<file path="config.mk">
export PLATFORM = sky130hd
export DESIGN_NAME = drum_sequencer
export DESIGN_NICKNAME = d
export VERILOG_FILES = /design/src/rtl/drum_seq_pkg.sv /design/src/rtl/drum_channel.sv /design/src/rtl/drum_sequencer.sv
export SDC_FILE = /design/constraint.sdc
export NUM_CORES = 1
export LEC_CHECK = 0
export BUFFER_PORTS_ARGS = -buffer_cell sky130_fd_sc_hd__buf_2
export CORE_AREA = 2 2 104 106
export CTS_CLUSTER_DIAMETER = 60
export CTS_CLUSTER_SIZE = 30
export DETAILED_ROUTE_END_ITERATION = 10
export DIE_AREA = 0 0 106 108
export GPL_TIMING_DRIVEN = 0
export PLACE_DENSITY = 0.71
export SYNTH_ARGS = -nofsm -noshare
export SYNTH_HDL_FRONTEND = slang
export SYNTH_SLANG_ARGS = --single-unit
</file>
<file path="constraint.sdc">
create_clock -name clk -period 2.4 [get_ports clk]
set_clock_uncertainty 0.15 [all_clocks]
set_input_delay 0 -clock clk [delete_from_list [all_inputs] [get_ports clk]]
set_output_delay 0 -clock clk [all_outputs]
set_load 0.02 [all_outputs]
</file>
<file path="src/rtl/drum_seq_pkg.sv">
// drum_seq_pkg: shared types and helpers for the drum step sequencer
package drum_seq_pkg;
  typedef enum logic {IDLE, RUN} seq_state_e;
  localparam int PATTERN_W = 8;
  typedef logic [PATTERN_W-1:0] pattern_t;
  function automatic int sel_w(input int n);
    return (n > 1) ? $clog2(n) : 1;
  endfunction
endpackage

</file>
<file path="src/rtl/drum_channel.sv">
// drum_channel: active/shadow pattern pair with pending flag and trigger lookup for one drum
module drum_channel
  import drum_seq_pkg::*;
#(
  parameter int PATTERN_WIDTH = PATTERN_W,
  parameter int COUNT_WIDTH   = 4
) (
  input  logic                     clk,
  input  logic                     rst,
  input  logic                     wr_i,
  input  logic                     commit_i,
  input  logic [PATTERN_WIDTH-1:0] data_i,
  input  logic [COUNT_WIDTH-1:0]   step_i,
  input  logic                     mute_i,
  output logic                     trig_o,
  output logic                     pending_o
);
  logic [PATTERN_WIDTH-1:0] active_q, active_d, shadow_q, shadow_d, sel_pat;
  logic pend_q, pend_d;
  // Trigger looks at the post-commit pattern so a new bar starts on the new data
  always_comb begin
    active_d = (commit_i && pend_q) ? shadow_q : active_q;
    shadow_d = wr_i ? data_i : shadow_q;
    pend_d   = wr_i || (pend_q && !commit_i);
    sel_pat  = active_d >> step_i;
  end
  assign trig_o    = sel_pat[0] & ~mute_i;
  assign pending_o = pend_q;
  always_ff @(posedge clk or negedge rst) begin
    if (!rst) begin
      active_q <= '0;
      shadow_q <= '0;
      pend_q   <= 1'b0;
    end else begin
      active_q <= active_d;
      shadow_q <= shadow_d;
      pend_q   <= pend_d;
    end
  end
endmodule

</file>
<file path="src/rtl/drum_sequencer.sv">
// drum_sequencer: multi-drum step sequencer with tempo divider, bar-synchronous
// double-buffered pattern loads and per-drum mute
module drum_sequencer
  import drum_seq_pkg::*;
#(
  parameter int PATTERN_WIDTH = PATTERN_W,
  parameter int COUNT_WIDTH   = 4,
  parameter int DRUM_COUNT    = 5,
  parameter int DIV_WIDTH     = 16,
  localparam int SEL_W        = sel_w(DRUM_COUNT)
) (
  input  logic                     clk,
  input  logic                     rst,
  input  logic                     en_i_n,
  input  logic [DIV_WIDTH-1:0]     tick_div_i,
  input  logic                     load_i,
  output logic                     load_ready_o,
  input  logic [SEL_W-1:0]         sel_i,
  input  logic [PATTERN_WIDTH-1:0] pattern_i,
  input  logic [DRUM_COUNT-1:0]    mute_i,
  output logic [DRUM_COUNT-1:0]    trig_o,
  output logic [COUNT_WIDTH-1:0]   step_o,
  output logic                     bar_o
);
  localparam logic [COUNT_WIDTH-1:0] LAST = COUNT_WIDTH'(PATTERN_WIDTH - 1);

  if (COUNT_WIDTH < $clog2(PATTERN_WIDTH)) begin : g_bad_cw
    $error("drum_sequencer: COUNT_WIDTH too small for PATTERN_WIDTH");
  end

  seq_state_e state_q, state_d;
  logic [DIV_WIDTH-1:0]   div_q, div_d;
  logic [COUNT_WIDTH-1:0] step_q, step_d;
  logic [DRUM_COUNT-1:0]  trig_q, trig_d, trig_bits, wr, pend;
  logic bar_q, bar_d, run, start, tick, fire, commit;

  always_comb begin
    run     = !en_i_n;
    start   = state_q == IDLE;
    tick    = state_q == RUN && div_q == '0;
    fire    = run && (start || tick);
    commit  = start || (tick && step_q == LAST);
    step_d  = (!run || start) ? '0 : !tick ? step_q : (step_q == LAST) ? '0 : step_q + 1'b1;
    div_d   = !run ? '0 : (start || tick) ? tick_div_i : div_q - 1'b1;
    trig_d  = fire ? trig_bits : '0;
    bar_d   = fire && step_d == '0;
    state_d = run ? RUN : IDLE;
  end

  // Out-of-range selects match no channel, so ready stays high and the write is dropped
  always_comb begin
    wr = '0;
    load_ready_o = 1'b1;
    for (int c = 0; c < DRUM_COUNT; c++) begin
      wr[c] = load_i && !pend[c] && sel_i == SEL_W'(c);
      if (sel_i == SEL_W'(c)) load_ready_o = !pend[c];
    end
  end

  for (genvar i = 0; i < DRUM_COUNT; i++) begin : g_ch
    drum_channel #(
      .PATTERN_WIDTH(PATTERN_WIDTH),
      .COUNT_WIDTH  (COUNT_WIDTH)
    ) u_ch (
      .clk      (clk),
      .rst      (rst),
      .wr_i     (wr[i]),
      .commit_i (commit),
      .data_i   (pattern_i),
      .step_i   (step_d),
      .mute_i   (mute_i[i]),
      .trig_o   (trig_bits[i]),
      .pending_o(pend[i])
    );
  end

  always_ff @(posedge clk or negedge rst) begin
    if (!rst) begin
      state_q <= IDLE;
      div_q   <= '0;
      step_q  <= '0;
      trig_q  <= '0;
      bar_q   <= 1'b0;
    end else begin
      state_q <= state_d;
      div_q   <= div_d;
      step_q  <= step_d;
      trig_q  <= trig_d;
      bar_q   <= bar_d;
    end
  end

  assign trig_o = trig_q;
  assign step_o = step_q;
  assign bar_o  = bar_q;
endmodule

</file>
==> flow_metrics.py, run 1 <==
metrics = {
    "status": {
        "status": "complete, but fails checks",
        "violations": "negative hold slack, negative setup slack",
    },
    "timing": {
        "period_minus_slack_ns": 2.71,
        "setup_ws_ns": -0.311,
        "holdWs_ns": -0.00115,
        "setup_violations": 21,
        "final.setup.tns_ns": -3.38,
        "tightest_slew_ns": 0.848,
        "fmax_ghz": 0.369,
        "fin_crit_sh": 1.13,
        "hold_violations": 1,
        "slew_headroom": 0.433,
        "drv_slew": 0,
        "rsz0062_at_grt": "yes",
    },
    "worst_setup_path": {
        "cp_top_family": "multiplexers",
        "path_cells": "nor4_4, and4_1, buf_6, mux2_4, inv_4, buf_8, mux2_4, a21oi_2, o31ai_1, o311a_1",
        "crit_fanout": 7,
        "cp_common_cell": "mux2_4",
        "required_ns": 2.50,
        "worstSetupStartpointType": "register",
        "slowest_delay_ns": 0.46,
        "endpoint_kind": "register",
        "path_buf_inv": 3,
        "critical_path_class": "reg -> reg",
        "crit_arrival_ns": 2.81,
        "crit_slowest_cell": "dfrtp_2",
        "ff2ff_setup_slack_ns": -0.31,
    },
    "detailed_routing": {
        "routed_wl_mm": 12.3,
        "viasPerCell": 5.54,
        "dr_total_vias": 3835,
        "post_drt_wl_per_cell_um": 17.8,
        "first_iter_violations": 314,
        "first_pass_iters": 4,
        "drcViolationCount": 0,
        "ant_nets": 0,
    },
    "logic_synthesis": {
        "synth-compound-area-share": 0.0940,
        "yosysWarnings": 0,
        "synthSimpleGateAreaFrac": 0.117,
        "synth_xor_area_frac": 0.0191,
        "synthAdderAreaFrac": 0.00742,
        "yosys.area.top_type_share": 0.554,
        "ys_top_cells_by_area": "dfrtp_1 55%, mux2_2 16%, nand2_1 3.8%",
        "synth_top_family_by_area": "multiplexers",
        "ys_ff_latch": 112,
        "synthesis.instances": 425,
        "synth_mux_area_frac": 0.182,
        "synth-async-reset-ratio": 1.00,
        "synth_ff_type": "dfrtp_1",
        "ys_types": 43,
        "avgSynthCellArea_um2": 11.9,
        "ys_seq_area_frac": 0.554,
        "syn-cell-area_um2": 5060,
        "synth_nets": 464,
        "synth-edff-count": 0,
        "yosysTopAreaCell": "dfrtp_1",
    },
    "clock_network": {
        "clock_latency_ns": 0.38,
        "clockRootBuffer": "clkbuf_8",
        "htreeDepth": 3,
        "cts_made_buffers": 9,
        "path_clk_slew_ns": 0.11,
        "ctsLongestPathBuffers": 2,
        "numClockSinks": 112,
        "cts_tree": "done",
    },
    "floorplan": {
        "start_util": 0.494,
        "core_um2": 10200,
        "io_pins": 47,
        "die_y_um": 108,
        "die_w_um": 106,
        "die-area_um2": 11400,
        "std_cell_rows": 37,
    },
    "grt": {
        "track_usage": 0.213,
        "antenna_found_initial": 0,
        "grt_max_degree": 73,
        "grt_pass1_vias": 3735,
        "grt_first_pass_wirelength_mm": 19.0,
        "overflow": 0,
    },
    "placed_design": {
        "dpl_cell_area_um2": 5510,
        "gp_congestion": 0.870,
        "place.port_buffers": 45,
        "hpwl_mm": 7.55,
    },
    "finish": {
        "nets": 590,
        "fin_area_um2": 6670,
        "num_antenna_cells": 0,
        "synthToLayoutAreaGrowth_pct": 32.0,
        "drive_gt1_frac": 0.401,
        "layout_common_cells": "108 x dfrtp_1, 64 x mux2_2, 47 x nand2_1, 45 x buf_2, 32 x dlygate4sd3_1",
        "final_common_cell": "dfrtp_1",
    },
    "power_and_ir_drop": {
        "p_leak_nw": 3.16,
        "power_w": 0.00493,
        "power_density_nw_per_um2": 739,
        "vdd_drop_max_mv": 0.409,
    },
    "hold_path": {
        "hp-class": "in -> async",
    },
    "job": {
        "cap_viol_max_count": 0,
    },
}
## worst register-to-register path: cells and delay by family (launching register included)
family / cells / cell delay [ns]
mux: 2 / 0.66
simple gates: 2 / 0.61
flops: 1 / 0.46
compound gates: 3 / 0.37
buf+inv: 3 / 0.34
## cells by family (layout without fill, tap and decap cells)
kind of cell / after synthesis / after routing
xor+xnor: 11 / 11
buf+inv: 27 / 158
mux: 80 / 80
flops: 112 / 112
simple gates: 126 / 126
compound gates: 66 / 66
fa+ha+maj: 3 / 3
## routing by layer
layer | share of wire | track usage | vias to the layer above
met1 | 0.46 | 0.299 | 1938
met5 | 0 | 0 | -
met3 | 0.044 | 0.0295 | 22
met2 | 0.48 | 0.338 | 99
met4 | 0.020 | 0.0893 | 0
li1 | - | - | 1776
## state kept, by name, summed over array words and instances (netlist names)
name	flops
g_ch.u_ch.active_q	40
g_ch.u_ch.shadow_q	40
g_ch.u_ch.pending_o	5
div_q	16
state_q	1
trig_o	5
bar_o	1
step_o	4
## path summary, 6_finish.rpt
check                      depth (start not counted)                startpoint                       end
max                                               10                  div_q[2]                 trig_o[1]
max in group asynchronous                          3                       rst  g_ch[1].u_ch.shadow_q[5]
max reg2reg                                       10                  div_q[2]                 trig_o[1]
min                                                2                       rst                  div_q[9]
min reg2reg                                        1  g_ch[1].u_ch.active_q[2]  g_ch[1].u_ch.active_q[2]
min in group clk                                   4                  sel_i[0]    g_ch[3].u_ch.pending_o
## stage by stage
stage          std cells  setup slack (ns)   util
6_report             692            -0.311  0.652
2_1_floorplan        425           -0.0817      -
3_5_place_dp         607            -0.520  0.539
5_1_grt              692            -0.388  0.652
3_3_place_gp         606            -0.532  0.536
4_1_cts              670            -0.231  0.612
## synthesized netlist by cell type, types with 2 or more instances
| library cell | n |
|---|---|
| a21oi_1 | 12 |
| dfrtp_1 | 112 |
| nor2_1 | 31 |
| nand3_1 | 12 |
| o311a_1 | 4 |
| xnor2_1 | 6 |
| mux2_4 | 4 |
| ha_1 | 3 |
| a211oi_1 | 15 |
| a21o_1 | 7 |
| mux2i_1 | 4 |
| o31ai_1 | 5 |
| and3_1 | 5 |
| inv_1 | 5 |
| clkbuf_1 | 10 |
| buf_6 | 3 |
| nor2b_1 | 5 |
| o21ai_0 | 4 |
| and3b_1 | 2 |
| xor2_1 | 5 |
| a31oi_1 | 11 |
| nor4_1 | 3 |
| nor3_1 | 2 |
| nand4_1 | 3 |
| or3_1 | 3 |
| buf_2 | 6 |
| a311oi_1 | 4 |
| mux2_2 | 71 |
| inv_2 | 2 |
| nand2_1 | 51 |
| nand2b_1 | 3 |
## report_power, final
part	internal (W)	switching, W
logic	0.000633	0.000420
registers	0.00237	0.000284
clock network	0.000536	0.000686
total	0.00354	0.00139
## cell type report
class,instances,area (um^2)
Multi-Input combinational cell,286,2320
Inverter,8,40.0
Clock inverter,6,81.3
Clock buffer,10,138
Tap cell,136,170
Buffer,19,195
Timing Repair Buffer,115,922
Sequential cell,112,2810
Fill cell,736,3560
## what timing repair did
item                                    CTS  global route
hold buffers                             32             0
cloned                                    0             5
setup buffers                            15            17
pin swaps                                 5            10
gates resized for setup                  28            71
hold endpoints to repair                174             0
endpoints found under the setup margin   54            45
Power figures use the tool's default switching activity.
==> inputs of run 2 (changes only) <==
- CELL_PAD_IN_SITES_DETAIL_PLACEMENT: not set -> 2
- CELL_PAD_IN_SITES_GLOBAL_PLACEMENT: not set -> 2
- CORE_AREA: 2 2 104 106 -> 2 2 122 124
- DIE_AREA: 0 0 106 108 -> 0 0 124 126
- PLACE_DENSITY: 0.71 -> 0.74
==> flow_metrics.py, run 2 (same netlist as run 1, synthesis figures left out) <==
metrics = {
    "power_and_ir_drop": {
        "power_switching_w": 0.00159,
        "seq_power_share": 0.497,
        "p_leak_nw": 3.13,
        "power_density_nw_per_um2": 810,
        "p_int_w": 0.00385,
        "p_clk_frac": 0.301,
        "vdd_drop_max_mv": 0.356,
        "comb_power_share": 0.203,
        "switching_share": 0.292,
    },
    "clock_network": {
        "cts_tree": "done",
        "ctsLongestPathBuffers": 2,
        "path_clk_slew_ns": 0.08,
        "clock_latency_ns": 0.36,
        "htreeDepth": 3,
        "cts_made_buffers": 9,
        "numClockSinks": 112,
        "clockRootBuffer": "clkbuf_16",
    },
    "finish": {
        "layout_common_cells": "107 x dfrtp_1, 71 x mux2_2, 45 x buf_2, 44 x nand2_1, 32 x dlygate4sd3_1",
        "top_regs": "g_ch.u_ch.active_q: 40 flops, g_ch.u_ch.shadow_q: 40 flops, div_q: 16 flops",
        "nets": 579,
        "synthToLayoutAreaGrowth_pct": 32.9,
        "drive_gt1_frac": 0.402,
        "num_antenna_cells": 0,
        "final_common_cell": "dfrtp_1",
        "post-route-util": 0.469,
        "fin_area_um2": 6720,
        "fin_cells": 729,
    },
    "timing": {
        "setup_ws_ns": -0.285,
        "hold_violations": 0,
        "fin_crit_sh": 1.12,
        "drv_slew": 0,
        "fmax_ghz": 0.372,
        "tightest_slew_ns": 0.946,
        "setup_violations": 30,
        "slew_headroom": 0.367,
        "rsz0062_at_grt": "yes",
        "period_minus_slack_ns": 2.68,
    },
    "floorplan": {
        "start_util": 0.353,
        "die_w_um": 124,
        "io_pins": 47,
        "std_cell_rows": 44,
        "die_y_um": 126,
        "core_um2": 14300,
        "die-area_um2": 15600,
    },
    "detailed_routing": {
        "ant_nets": 0,
        "viasPerCell": 5.42,
        "first_iter_violations": 94,
        "post_drt_wl_per_cell_um": 23.0,
        "first_pass_iters": 4,
        "routed_wl_mm": 16.8,
        "drcViolationCount": 0,
        "dr_total_vias": 3954,
    },
    "grt": {
        "grt_pass1_vias": 4468,
        "busiest_layer": "met2",
        "groute.layer.met2.usage": 0.363,
        "track_usage": 0.216,
        "grtUsageMet1": 0.282,
        "antenna_found_initial": 0,
        "overflow": 0,
        "grt_util_met3": 0.0267,
        "grt_max_degree": 63,
        "grt_first_pass_wirelength_mm": 25.4,
    },
    "placed_design": {
        "gp_congestion": 0.727,
        "place.port_buffers": 45,
        "hpwl_mm": 9.97,
        "place_ws_ns": -0.786,
        "dpl_cell_area_um2": 5570,
        "dp.cells": 655,
    },
    "worst_setup_path": {
        "crit_arrival_ns": 2.78,
        "crit_path_start": "div_q[0]",
        "path_buf_inv": 4,
        "slowest_delay_ns": 0.38,
        "worstSetupStartpointType": "register",
        "r2r-start": "div_q[0]",
        "endpoint_kind": "register",
        "cp_top_family": "compound AO/OA/AOI/OAI gates",
        "required_ns": 2.50,
        "path_cells": "inv_2, ha_4, nor4b_4, and4_1, buf_6, buf_4, a21bo_4, buf_8, and3_1, a211oi_1, o31ai_1, o311a_1",
        "crit_slowest_cell": "a211oi_1",
        "crit_fanout": 8,
        "critical_path_class": "reg -> reg",
        "ff2ff_setup_slack_ns": -0.28,
    },
    "hold_path": {
        "min_from": "sel_i[0]",
        "hp-class": "in -> reg",
    },
    "job": {
        "cap_viol_max_count": 0,
    },
    "status": {
        "violations": "negative setup slack",
        "status": "complete, but fails checks",
    },
}
run 2: changes by cell type in the layout (fill, tap and decap cells not counted), moves of 7 or more:
cell | previous run | this run
clkbuf_16 | 1 | 11
buf_6 | 15 | 5
mux2_4 | 11 | 4
clkbuf_8 | 10 | 1
mux2_2 | 64 | 71
buf_4 | 30 | 23
run 2: through the flow:
stage	TNS (ns)	power, W	hold slack [ns]
2_1_floorplan	-0.245	0.00327	-0.446
3_3_place_gp	-30.02	0.00350	0.0892
3_5_place_dp	-20.51	0.00362	0.00601
4_1_cts	-1.08	0.00536	0.0431
5_1_grt	-6.35	0.00569	0.0844
6_report	-2.90	0.00544	0.0627
run 2: layer usage:
| layer | routed length [um] | part of all wire |
|---|---|---|
| met4 | 718 | 0.043 |
| met5 | 0 | 0 |
| met1 | 7040 | 0.42 |
| met3 | 385 | 0.023 |
| met2 | 8650 | 0.52 |
run 2: worst reg2reg max path: stages, from the launching register on:
cell,delay (ns)
dfrtp_1,0.37
inv_2,0.06
ha_4,0.16
nor4b_4,0.13
and4_1,0.20
buf_6,0.14
buf_4,0.14
a21bo_4,0.25
buf_8,0.15
and3_1,0.21
a211oi_1,0.38
o31ai_1,0.13
o311a_1,0.12
run 2: final cells by class:
cell class / instances / area (um^2)
buffer: 19 / 190
clock buffer: 10 / 239
multi-input combinational: 286 / 2300
timing repair buffer: 104 / 835
clock inverter: 6 / 78.8
inverter: 8 / 40.0
fill: 1451 / 7590
tap: 184 / 230
sequential: 112 / 2810
run 2: path summary, 6_finish.rpt:
| path | end | depth (start not counted) |
|---|---|---|
| worst max-delay path | trig_o[3] | 12 |
| worst min-delay path | g_ch[3].u_ch.pending_o | 4 |
| min in group asynchronous | div_q[10] | 2 |
| worst min register to register | g_ch[0].u_ch.active_q[2] | 1 |
| worst max register to register | trig_o[3] | 12 |
| max in group asynchronous | step_o[0] | 3 |
run 2: repair_timing:
item / 4_1_cts / 5_1_grt
endpoints found under the setup margin: 63 / 53
setup buffers: 17 / 7
pin swaps: 8 / 5
hold buffers: 32 / 0
cloned: 0 / 2
resized for setup: 38 / 41
hold endpoints to repair: 123 / 0
run 2: power groups by stage:
stage	registers [W]	logic, W	clock network (W)
6_report	0.00270	0.00110	0.00164
5_1_grt	0.00277	0.00120	0.00173
4_1_cts	0.00268	0.00103	0.00166
3_5_place_dp	0.00270	0.000925	0
3_3_place_gp	0.00264	0.000856	0
2_1_floorplan	0.00259	0.000670	0
==> inputs of run 3 (changes only) <==
- REMOVE_ABC_BUFFERS: not set -> 1
==> flow_metrics.py, run 3 (same netlist as run 1, synthesis figures left out) <==
metrics = {
    "clock_network": {
        "ctsLongestPathBuffers": 2,
        "clock_latency_ns": 0.36,
        "htreeDepth": 3,
        "path_clk_slew_ns": 0.08,
        "cts_tree": "done",
        "numClockSinks": 112,
        "cts_made_buffers": 9,
        "clockRootBuffer": "clkbuf_16",
    },
    "placed_design": {
        "place.port_buffers": 46,
        "gp_congestion": 0.734,
        "dp.cells": 638,
        "place_ws_ns": -1.09,
        "hpwl_mm": 9.02,
    },
    "timing": {
        "drv_slew": 0,
        "hold_violations": 0,
        "fin_crit_sh": 1.08,
        "period_minus_slack_ns": 2.58,
        "setup_violations": 6,
        "rsz0062_at_grt": "yes",
        "tightest_slew_ns": 0.814,
        "setup_ws_ns": -0.183,
        "slew_headroom": 0.455,
        "fmax_ghz": 0.387,
    },
    "worst_setup_path": {
        "ff2ff_setup_slack_ns": -0.18,
        "r2r_cells": 9,
        "cp_common_cell": "mux2_4",
        "r2r_end": "trig_o[1]",
        "crit_arrival_ns": 2.68,
        "setup.worst_path.end": "trig_o[1]",
        "worstSetupStartpointType": "register",
        "r2r-start": "step_o[0]",
        "slowest_delay_ns": 0.44,
        "crit_fanout": 8,
        "path_cells": "ha_4, and3b_2, or3_1, mux2_4, inv_12, mux2_4, a21oi_4, o31ai_2, o311a_1",
        "required_ns": 2.50,
        "crit_slowest_cell": "dfrtp_2",
        "critical_path_class": "reg -> reg",
        "endpoint_kind": "register",
        "crit_path_start": "step_o[0]",
    },
    "finish": {
        "fin_cells": 713,
        "multiInputGateArea_um2": 2320,
        "top_regs": "g_ch.u_ch.active_q: 40 flops, g_ch.u_ch.shadow_q: 40 flops, div_q: 16 flops",
        "nets": 563,
        "synthToLayoutAreaGrowth_pct": 29.8,
        "num_antenna_cells": 0,
        "drive_gt1_frac": 0.388,
        "post-route-util": 0.459,
        "seq_area_um2": 2810,
        "n_fill_cell": 1425,
        "layout_common_cells": "110 x dfrtp_1, 70 x mux2_2, 45 x buf_2, 44 x nand2_1, 33 x dlygate4sd3_1",
        "final_common_cell": "dfrtp_1",
    },
    "grt": {
        "grt_pass1_vias": 4313,
        "grt_first_pass_wirelength_mm": 23.8,
        "antenna_found_initial": 1,
        "track_usage": 0.204,
        "overflow": 0,
        "grt_max_degree": 67,
    },
    "detailed_routing": {
        "dr_total_vias": 3781,
        "ant_nets": 0,
        "first_iter_violations": 210,
        "first_pass_iters": 4,
        "post_drt_wl_per_cell_um": 21.7,
        "drcViolationCount": 0,
        "routed_wl_mm": 15.5,
        "viasPerCell": 5.30,
    },
    "power_and_ir_drop": {
        "vdd_drop_max_mv": 0.570,
        "power_density_nw_per_um2": 811,
        "p_leak_nw": 3.03,
    },
    "floorplan": {
        "die_w_um": 124,
        "die_y_um": 126,
        "die-area_um2": 15600,
        "start_util": 0.353,
        "io_pins": 47,
        "std_cell_rows": 44,
        "core_um2": 14300,
    },
    "job": {
        "cap_viol_max_count": 0,
    },
    "status": {
        "violations": "negative setup slack",
        "status": "complete, but fails checks",
    },
    "hold_path": {
        "hp-class": "in -> reg",
    },
}
-- run 3: cell count changes in the layout (fill, tap and decap cells not counted), sizes merged --
| cell | before | now |
|---|---|---|
| inv | 12 | 11 |
| buf | 83 | 73 |
| clkbuf | 18 | 12 |
| dlygate4sd3 | 32 | 33 |
-- run 3: final cells by class --
cell class,instances,area share
multi-input cells,286,0.354
clock inverters,4,0.00858
clock buffers,12,0.0391
flip-flops and latches,112,0.427
repair inverters,1,0.00133
repair buffers,106,0.127
well taps,184,0.0351
inverters,8,0.00800
-- run 3: worst max-delay path, delay by kind of cell, from the launching register on --
kind                     cells  cell delay, ns
adder cells (fa/ha/maj)      1            0.16
AND/OR/NAND/NOR              2            0.56
AO/OA/AOI/OAI                3            0.37
flip-flops                   1            0.44
multiplexers                 2            0.66
buffers and inverters        1            0.11
-- run 3: worst min path at each step --
stage / endpoint / slack (ns) / depth (start not counted) / start
2_1_floorplan: bar_o / -0.45 / 0 / rst
6_report: g_ch[4].u_ch.shadow_q[0] / 0.06 / 5 / load_i
3_5_place_dp: div_q[5] / -0.19 / 1 / rst
3_3_place_gp: div_q[0] / 0.11 / 3 / tick_div_i[0]
4_1_cts: g_ch[3].u_ch.pending_o / 0.07 / 3 / sel_i[1]
5_1_grt: g_ch[3].u_ch.pending_o / 0.1 / 3 / sel_i[1]
-- run 3: power by group --
| part | leakage (nW) | switching [W] | internal (W) |
|---|---|---|---|
| logic | 1.48 | 0.000442 | 0.000590 |
| clock network | 0.154 | 0.000732 | 0.000880 |
| registers | 1.40 | 0.000303 | 0.00238 |
| total | 3.03 | 0.00148 | 0.00385 |
-- run 3: stage by stage --
step	setup TNS (ns)	power (W)	instance area (um^2)	hold slack, ns
4_1_cts	-0.765	0.00533	6410	0.0718
3_3_place_gp	-52.32	0.00347	5420	0.110
6_report	-0.815	0.00532	6570	0.0617
3_5_place_dp	-25.27	0.00359	5470	-0.188
2_1_floorplan	-3.96	0.00325	4950	-0.446
5_1_grt	-1.45	0.00562	6570	0.0974
-- run 3: timing repair --
item                                   in CTS  in global routing
pin swaps                                   9                  7
setup buffers                              19                  6
setup endpoints to repair                  58                 15
hold buffers                               33                  0
gates resized for setup                    39                 22
endpoints found under the hold margin     174                  0
cloned                                      1                  0
-- run 3: metal layers --
layer  up-vias  track usage  wire [um]
li1       1715            -          -
met1      1987        0.250       6600
met2        62        0.364       8240
met3        15       0.0462        500
met4         2       0.0443        161
met5         -            0          7
